`src/rtl/drr_div_front_if.sv`:
```
// Bundle of the enqueue, weight-config and result signals of drr_div_front.
// master drives requests/config and observes results; slave is the block itself.
interface drr_div_front_if #(
    parameter int unsigned CLASS_WIDTH  = 5,
    parameter int unsigned WEIGHT_WIDTH = 16,
    parameter int unsigned PKT_WIDTH    = 16
);
    logic                    in_valid;
    logic                    in_ready;
    logic [CLASS_WIDTH-1:0]  in_class_id;
    logic [PKT_WIDTH-1:0]    in_pkt_len;

    logic                    cfg_wr_en;
    logic [CLASS_WIDTH-1:0]  cfg_class_id;
    logic [WEIGHT_WIDTH-1:0] cfg_weight;

    logic                    req_valid;
    logic [CLASS_WIDTH-1:0]  req_class_id;
    logic [WEIGHT_WIDTH-1:0] req_class_weight;
    logic [WEIGHT_WIDTH-1:0] req_div_quotient;
    logic [WEIGHT_WIDTH-1:0] req_div_remain;

    logic                    busy;
    logic                    err_zero_weight;

    modport master (
        output in_valid, in_class_id, in_pkt_len,
        output cfg_wr_en, cfg_class_id, cfg_weight,
        input  in_ready,
        input  req_valid, req_class_id, req_class_weight, req_div_quotient, req_div_remain,
        input  busy, err_zero_weight
    );

    modport slave (
        input  in_valid, in_class_id, in_pkt_len,
        input  cfg_wr_en, cfg_class_id, cfg_weight,
        output in_ready,
        output req_valid, req_class_id, req_class_weight, req_div_quotient, req_div_remain,
        output busy, err_zero_weight
    );
endinterface

```
`src/rtl/drr_div_front.sv`:
```
// DRR front end: buffers enqueue requests, looks up the class weight and runs a
// restoring divide of packet length by weight, emitting one result pulse per packet.
module drr_div_front #(
    parameter int unsigned CLASS_WIDTH     = 5,
    parameter int unsigned WEIGHT_WIDTH    = 16,
    parameter int unsigned PKT_WIDTH       = 16,
    parameter int unsigned FIFO_DEPTH_LOG2 = 2
) (
    input logic           clk,
    input logic           rstn,
    drr_div_front_if.slave bus
);
    localparam int unsigned NumClasses = 2 ** CLASS_WIDTH;
    localparam int unsigned FifoDepth  = 2 ** FIFO_DEPTH_LOG2;
    localparam int unsigned CntW       = (PKT_WIDTH > 1) ? $clog2(PKT_WIDTH) : 1;

    typedef enum logic [1:0] {StIdle, StLoad, StDiv, StDone} state_e;

    // ---------------- input FIFO ----------------
    logic [CLASS_WIDTH-1:0]     fifo_cls [FifoDepth];
    logic [PKT_WIDTH-1:0]       fifo_len [FifoDepth];
    logic [FIFO_DEPTH_LOG2-1:0] wr_ptr_q, rd_ptr_q;
    logic [FIFO_DEPTH_LOG2:0]   fifo_cnt_q;
    logic                       fifo_full, fifo_empty, push, pop;

    assign fifo_full  = (fifo_cnt_q == (FIFO_DEPTH_LOG2 + 1)'(FifoDepth));
    assign fifo_empty = (fifo_cnt_q == '0);
    assign push       = bus.in_valid && !fifo_full;

    always_ff @(posedge clk) begin
        if (push) begin
            fifo_cls[wr_ptr_q] <= bus.in_class_id;
            fifo_len[wr_ptr_q] <= bus.in_pkt_len;
        end
    end

    always_ff @(posedge clk) begin
        if (!rstn) begin
            wr_ptr_q   <= '0;
            rd_ptr_q   <= '0;
            fifo_cnt_q <= '0;
        end else begin
            if (push) wr_ptr_q <= wr_ptr_q + 1'b1;
            if (pop)  rd_ptr_q <= rd_ptr_q + 1'b1;
            case ({push, pop})
                2'b10:   fifo_cnt_q <= fifo_cnt_q + 1'b1;
                2'b01:   fifo_cnt_q <= fifo_cnt_q - 1'b1;
                default: fifo_cnt_q <= fifo_cnt_q;
            endcase
        end
    end

    // ---------------- weight table ----------------
    logic [WEIGHT_WIDTH-1:0] tbl_q [NumClasses];

    always_ff @(posedge clk) begin
        if (!rstn) begin
            for (int i = 0; i < NumClasses; i++) tbl_q[i] <= '0;
        end else if (bus.cfg_wr_en) begin
            tbl_q[bus.cfg_class_id] <= bus.cfg_weight;
        end
    end

    // ---------------- divide FSM ----------------
    state_e                  state_q, state_d;
    logic [CLASS_WIDTH-1:0]  cls_q, cls_d;
    logic [PKT_WIDTH-1:0]    dvd_q, dvd_d;
    logic [WEIGHT_WIDTH-1:0] divisor_q, divisor_d;
    logic [WEIGHT_WIDTH-1:0] rem_q, rem_d;
    logic [WEIGHT_WIDTH-1:0] quo_q, quo_d;
    logic [CntW-1:0]         cnt_q, cnt_d;
    logic                    err_q, err_d;
    logic [WEIGHT_WIDTH:0]   shifted;
    logic                    ge;

    always_comb begin
        state_d   = state_q;
        cls_d     = cls_q;
        dvd_d     = dvd_q;
        divisor_d = divisor_q;
        rem_d     = rem_q;
        quo_d     = quo_q;
        cnt_d     = cnt_q;
        err_d     = err_q;
        pop       = 1'b0;
        // Partial remainder stays below the divisor, so one extra bit holds the shift.
        shifted   = {rem_q, dvd_q[PKT_WIDTH-1]};
        ge        = (shifted >= {1'b0, divisor_q});

        case (state_q)
            StIdle, StDone: begin
                state_d = StIdle;
                if (!fifo_empty) begin
                    pop     = 1'b1;
                    cls_d   = fifo_cls[rd_ptr_q];
                    dvd_d   = fifo_len[rd_ptr_q];
                    state_d = StLoad;
                end
            end
            StLoad: begin
                divisor_d = tbl_q[cls_q];
                if (divisor_d == '0) begin
                    quo_d   = '1;
                    rem_d   = '0;
                    err_d   = 1'b1;
                    state_d = StDone;
                end else begin
                    quo_d   = '0;
                    rem_d   = '0;
                    cnt_d   = CntW'(PKT_WIDTH - 1);
                    state_d = StDiv;
                end
            end
            StDiv: begin
                dvd_d = dvd_q << 1;
                quo_d = {quo_q[WEIGHT_WIDTH-2:0], ge};
                if (ge) rem_d = WEIGHT_WIDTH'(shifted - {1'b0, divisor_q});
                else    rem_d = shifted[WEIGHT_WIDTH-1:0];
                cnt_d = cnt_q - 1'b1;
                if (cnt_q == '0) state_d = StDone;
            end
            default: state_d = StIdle;
        endcase
    end

    logic                    req_valid_q;
    logic [CLASS_WIDTH-1:0]  req_cls_q;
    logic [WEIGHT_WIDTH-1:0] req_w_q, req_quo_q, req_rem_q;

    always_ff @(posedge clk) begin
        if (!rstn) begin
            state_q     <= StIdle;
            cls_q       <= '0;
            dvd_q       <= '0;
            divisor_q   <= '0;
            rem_q       <= '0;
            quo_q       <= '0;
            cnt_q       <= '0;
            err_q       <= 1'b0;
            req_valid_q <= 1'b0;
            req_cls_q   <= '0;
            req_w_q     <= '0;
            req_quo_q   <= '0;
            req_rem_q   <= '0;
        end else begin
            state_q     <= state_d;
            cls_q       <= cls_d;
            dvd_q       <= dvd_d;
            divisor_q   <= divisor_d;
            rem_q       <= rem_d;
            quo_q       <= quo_d;
            cnt_q       <= cnt_d;
            err_q       <= err_d;
            // DONE lasts one cycle, so the pulse can never repeat back to back.
            req_valid_q <= (state_d == StDone);
            if (state_d == StDone) begin
                req_cls_q <= cls_q;
                req_w_q   <= divisor_d;
                req_quo_q <= quo_d;
                req_rem_q <= rem_d;
            end
        end
    end

    assign bus.in_ready         = !fifo_full;
    assign bus.req_valid        = req_valid_q;
    assign bus.req_class_id     = req_cls_q;
    assign bus.req_class_weight = req_w_q;
    assign bus.req_div_quotient = req_quo_q;
    assign bus.req_div_remain   = req_rem_q;
    assign bus.busy             = (state_q != StIdle) || !fifo_empty;
    assign bus.err_zero_weight  = err_q;

endmodule

```
`src/flat_wrapper.sv`:
```
// flat-port wrapper written by rule: the top's interface ports become plain ports
module drr_div_front_flat 
#(
    parameter int unsigned CLASS_WIDTH     = 5,
    parameter int unsigned WEIGHT_WIDTH    = 16,
    parameter int unsigned PKT_WIDTH       = 16,
    parameter int unsigned FIFO_DEPTH_LOG2 = 2
)
  (clk, rstn, bus_in_valid, bus_in_class_id, bus_in_pkt_len, bus_cfg_wr_en, bus_cfg_class_id, bus_cfg_weight, bus_in_ready, bus_req_valid, bus_req_class_id, bus_req_class_weight, bus_req_div_quotient, bus_req_div_remain, bus_busy, bus_err_zero_weight);
  drr_div_front_if #(.CLASS_WIDTH(CLASS_WIDTH), .WEIGHT_WIDTH(WEIGHT_WIDTH), .PKT_WIDTH(PKT_WIDTH)) bus_i ();
  input logic clk;
  input logic rstn;
  input wire logic [$bits(bus_i.in_valid)-1:0] bus_in_valid;
  input wire logic [$bits(bus_i.in_class_id)-1:0] bus_in_class_id;
  input wire logic [$bits(bus_i.in_pkt_len)-1:0] bus_in_pkt_len;
  input wire logic [$bits(bus_i.cfg_wr_en)-1:0] bus_cfg_wr_en;
  input wire logic [$bits(bus_i.cfg_class_id)-1:0] bus_cfg_class_id;
  input wire logic [$bits(bus_i.cfg_weight)-1:0] bus_cfg_weight;
  output wire logic [$bits(bus_i.in_ready)-1:0] bus_in_ready;
  output wire logic [$bits(bus_i.req_valid)-1:0] bus_req_valid;
  output wire logic [$bits(bus_i.req_class_id)-1:0] bus_req_class_id;
  output wire logic [$bits(bus_i.req_class_weight)-1:0] bus_req_class_weight;
  output wire logic [$bits(bus_i.req_div_quotient)-1:0] bus_req_div_quotient;
  output wire logic [$bits(bus_i.req_div_remain)-1:0] bus_req_div_remain;
  output wire logic [$bits(bus_i.busy)-1:0] bus_busy;
  output wire logic [$bits(bus_i.err_zero_weight)-1:0] bus_err_zero_weight;
  assign bus_i.in_valid = bus_in_valid;
  assign bus_i.in_class_id = bus_in_class_id;
  assign bus_i.in_pkt_len = bus_in_pkt_len;
  assign bus_i.cfg_wr_en = bus_cfg_wr_en;
  assign bus_i.cfg_class_id = bus_cfg_class_id;
  assign bus_i.cfg_weight = bus_cfg_weight;
  assign bus_in_ready = bus_i.in_ready;
  assign bus_req_valid = bus_i.req_valid;
  assign bus_req_class_id = bus_i.req_class_id;
  assign bus_req_class_weight = bus_i.req_class_weight;
  assign bus_req_div_quotient = bus_i.req_div_quotient;
  assign bus_req_div_remain = bus_i.req_div_remain;
  assign bus_busy = bus_i.busy;
  assign bus_err_zero_weight = bus_i.err_zero_weight;
  drr_div_front #(.CLASS_WIDTH(CLASS_WIDTH), .WEIGHT_WIDTH(WEIGHT_WIDTH), .PKT_WIDTH(PKT_WIDTH), .FIFO_DEPTH_LOG2(FIFO_DEPTH_LOG2)) u_core (.clk(clk), .rstn(rstn), .bus(bus_i));
endmodule
```
`config.mk`:
```
export PLATFORM = sky130hd
export DESIGN_NAME = drr_div_front_flat
export DESIGN_NICKNAME = d
export VERILOG_FILES = /design/src/rtl/drr_div_front_if.sv /design/src/rtl/drr_div_front.sv /design/src/flat_wrapper.sv
export SDC_FILE = /design/constraint.sdc
export NUM_CORES = 1
export LEC_CHECK = 0
export CAP_MARGIN = 5
export CORE_ASPECT_RATIO = 1.4
export CORE_UTILIZATION = 50
export DETAILED_ROUTE_END_ITERATION = 8
export GPL_TIMING_DRIVEN = 0
export PLACE_DENSITY = 0.73
export SLEW_MARGIN = 40
export SYNTH_ARGS = -nofsm -noshare
export SYNTH_HDL_FRONTEND = slang
export SYNTH_SLANG_ARGS = --single-unit
```
`constraint.sdc`:
```
create_clock -name clk -period 4.65 [get_ports clk]
set_clock_uncertainty 0.1 [all_clocks]
set_input_delay 0.6975 -clock clk [delete_from_list [all_inputs] [get_ports clk]]
set_output_delay 0.6975 -clock clk [all_outputs]
set_load 0.05 [all_outputs]
```
==> results by group <==
Status
  – Status: completed

Drt
  – Final WL: ~100,000 µm
  – WL/cell: around 29 µm
  – Drt pass-1 iters: 5
  – Vias: 21.0k
  – Post-DR vias/cell: 6.04
  – Drt drc: 0
  – Antenna viol nets, final: 0
  – Iter 0 DRT Violations: 2,333

Synth
  – Mean area per synthesized cell: 13.8 µm²
  – Synth Area in Adders: 0.0108
  – Ys flop type: edfxtp_1
  – Synth Area in Simple Gates: 0.147
  – Synth warn: 0
  – Synthesized cell area: about 33,000 µm²
  – Register area share after synthesis: 0.633
  – Async set or reset register ratio after synthesis: 0
  – Syn nets: 2,449
  – Post-synth EDFFs: 596
  – Synthesized instance count: around 2.4k
  – XOR/XNOR share of the synthesized area: 0.00456
  – Compound-gate portion of the synthesized area: 0.0574
  – Largest family of logic cells by synthesized area: simple AND/OR/NAND/NOR gates
  – Mux cell area share after synthesis: 0.119
  – Yosys reg bits: 735
  – Synth cell types: 68

Setup path
  – CP max stage cell: buf_2
  – Worst path max stage delay: 550 ps
  – FF-to-FF setup slack: 50 ps
  – CP endpoint kind: register
  – Setup CP Type: reg2reg
  – Req. time, crit path: between 5000 and 6000 ps
  – Worst-path cell chain: buf_2, buf_2, clkbuf_2, mux4_2, o21ai_0, nand4_1, nor4_2, nand4_1, nand2_2, buf_2, nand2_1, o21ai_0
  – Max FO, Critical Path: 10
  – CP most frequent cell: buf_2
  – Critical path startpoint category: register
  – Worst Path Buf+Inv: 4
  – Crit path arrival time: 5030 ps
  – CP delay by family, top: buffers and inverters

Floorplan
  – Die ar.: 66,400 µm²
  – Core area: 64,400 µm²
  – Die width: 218 µm
  – Die Ht: 304 µm
  – Initial Util: 0.507
  – # IOs: 103
  – FP Rows: 110

Finish
  – Layout cell share with drive strength beyond 1: 0.149
  – Layout Nets: 2,653
  – P&R area growth vs syn: 16.2%
  – Filler instances: 4,996
  – Reg area: 20,700 µm²
  – Multi-input gate area: between 10,000 and 15,000 µm²

Clock tree
  – H-tree depth: 3
  – TritonCTS Buffers: 70
  – Buffer levels on the longest clock path: 3
  – Setup bufs post-CTS: 0
  – CTS tree: built
  – Clk sink count: 735
  – Clk pin slew, worst setup/hold paths: 60 ps
  – Hold_buf cts: 0
  – Clock Latency Late Sink: 620 ps
  – Root Buffer: clkbuf_16

Power
  – Max VDD drop: 0.000385 V
  – Leak pwr: 12.9 nW
  – Pwr per Cell Area: 561 nW/µm²

STA
  – FMAX: 217 MHz
  – Final setup viols: 0
  – Final Hold Fails: 0
  – Tmin final: approximately 4600 ps
  – Final period util: 0.990
  – Least-Margin Pin Slew: 888 ps
  – Final WS setup: 47.4 ps
  – Slew Limit Headroom: 0.408
  – WHS: 353 ps
  – Setup tns final: 0 ps
  – Pins over their slew limit: 0

Global routing
  – Vias in the first global route: 21.4k
  – Pin count of the biggest net entering global routing: 22
  – Grt ovf: 0
  – Initial antenna violation count: 5
  – Global-route wire length before repair: ~140,000 µm
  – Gr usage total: 0.307

Place
  – Number of port buffers: between 100 and 150
  – Hpwl dp: between 70,000 and 80,000 µm
  – Post-Place Setup Slack: -750 ps
  – Gpl congestion: 1.00

Min path
  – Min-Delay Path Class: reg2reg

Job
  – Total of max-cap violations: 0
[cells in the mapped netlist, types with 6 or more instances]
cell type | n | area [µm²]
a22oi_1 | 35 | 263
and3_1 | 8 | 50.1
ha_1 | 25 | 313
a21o_1 | 10 | 75.1
a221oi_1 | 7 | 61.3
o21ai_0 | 51 | 255
or3_1 | 7 | 43.8
buf_2 | 20 | 100
a22o_1 | 7 | 61.3
xnor2_1 | 10 | 87.6
buf_1 | 20 | 75.1
mux2i_1 | 62 | 621
nand3_1 | 21 | 105
nor2b_1 | 6 | 37.5
a21oi_1 | 81 | 405
nand3b_1 | 6 | 45.0
o21ai_1 | 17 | 85.1
a311oi_1 | 18 | 158
inv_1 | 35 | 131
a211oi_1 | 12 | 90.1
clkbuf_1 | 141 | 529
dfxtp_1 | 139 | 2780
mux4_2 | 143 | 3220
nand2_1 | 131 | 492
xor2_1 | 7 | 61.3
nor2_1 | 121 | 454
nor3_1 | 10 | 50.1
edfxtp_1 | 596 | 17900
o22ai_1 | 21 | 131
nand4_1 | 10 | 62.6
and2_1 | 515 | 3220
[placed cells by master (no fill, tap or decap), types with 19 or more instances in the layout]
cell,n
edfxtp_1,596
mux4_2,143
o21ai_4,32
clkbuf_2,21
buf_8,23
mux2i_1,60
o22ai_1,21
nor2_1,120
clkbuf_16,70
dfxtp_1,139
clkbuf_1,132
ha_1,25
inv_1,35
nand2_1,131
clkdlybuf4s50_1,102
and2_1,515
a21oi_1,81
o21ai_0,19
a22oi_1,35
nand3_1,21
[final timing paths]
kind / start / end / cells after the start
hold / removal: u_core.bus.req_class_weight[0] / u_core.bus.req_class_weight[0] / 2
setup reg to reg: u_core.cls_q[1] / u_core.bus.req_class_weight[11] / 12
setup / recovery: u_core.cls_q[1] / u_core.bus.req_class_weight[11] / 12
hold reg to reg: u_core.bus.req_class_weight[0] / u_core.bus.req_class_weight[0] / 2
[sequential cells by signal, summed over array words and instances (netlist names), named ones only]
name,cells
u_core.bus.req_div_quotient,16
u_core.fifo_cnt_q,3
u_core.bus.req_class_id,5
u_core.state_q,2
u_core.rd_ptr_q,2
u_core.bus.err_zero_weight,1
u_core.quo_q,16
u_core.wr_ptr_q,2
u_core.bus.req_valid,1
u_core.tbl_q,512
u_core.fifo_cls,20
u_core.dvd_q,16
u_core.fifo_len,64
u_core.cnt_q,4
u_core.bus.req_div_remain,16
u_core.rem_q,16
u_core.cls_q,5
u_core.divisor_q,16
u_core.bus.req_class_weight,16
[worst register-to-register path, delay by kind of cell, from the launching register on]
family / cells / cell delay (ps)
AO/OA/AOI/OAI: 2 / 410
buffers and inverters: 4 / 1850
flip-flops: 1 / 360
multiplexers: 1 / 450
AND/OR/NAND/NOR: 5 / 1350
[report_power, final]
part / switching, mW / leakage [nW] / internal (mW)
clock: 2.48 / 1.11 / 3.26
combinational: 4.94 / 4.99 / 2.78
sequential: 0.225 / 6.77 / 7.62
total: 7.65 / 12.9 / 13.7
[area by class of cell]
class                   count  share of cell area
diodes                      2            0.000132
plain buffers             186              0.0220
clock buffers              87              0.0491
clock inverters            38              0.0105
inverters                  38             0.00376
multi-input cells        1415               0.302
flip-flops and latches    735               0.545
well taps                 840              0.0277
repair buffers            134              0.0399
[kinds of logic (layout without fill, tap and decap cells)]
logic type / after synthesis / in the layout
buffers and inverters: 226 / 483
AOI/OAI and AO/OA: 294 / 294
and+or+nand+nor: 867 / 867
adders and majority gates: 27 / 27
DFF: 735 / 735
xor gates and xnor gates: 17 / 17
other: 0 / 2
muxes: 210 / 210
[layer usage]
layer  routed length (µm)  vias up  share of wire  global-route usage
met4                 7980        4          0.080               0.218
met5                   30        -        0.00030                   0
met2                50400     1072           0.50               0.521
li1                     -     9146              -                   -
met3                 6880      287          0.069              0.0475
met1                34700    10497           0.35               0.352
[timing repair]
| item | 4_1_cts | 5_1_grt |
|---|---|---|
| endpoints found under the hold margin | 0 | 0 |
| gates resized for setup | 11 | 10 |
| setup endpoints to repair | 76 | 53 |
[through the flow]
stage          instance area (µm²)  cells  power (mW)  utilization
3_5_place_dp                 35600   3350        15.5        0.553
5_1_grt                      38000   3473        21.9        0.589
4_1_cts                      37900   3474        21.2        0.589
3_3_place_gp                 34700   3318        15.4        0.539
6_report                     38000   3475        21.3        0.589
2_1_floorplan                32700   2376        12.6            -
No activity file was read; power rests on OpenSTA's default activity.
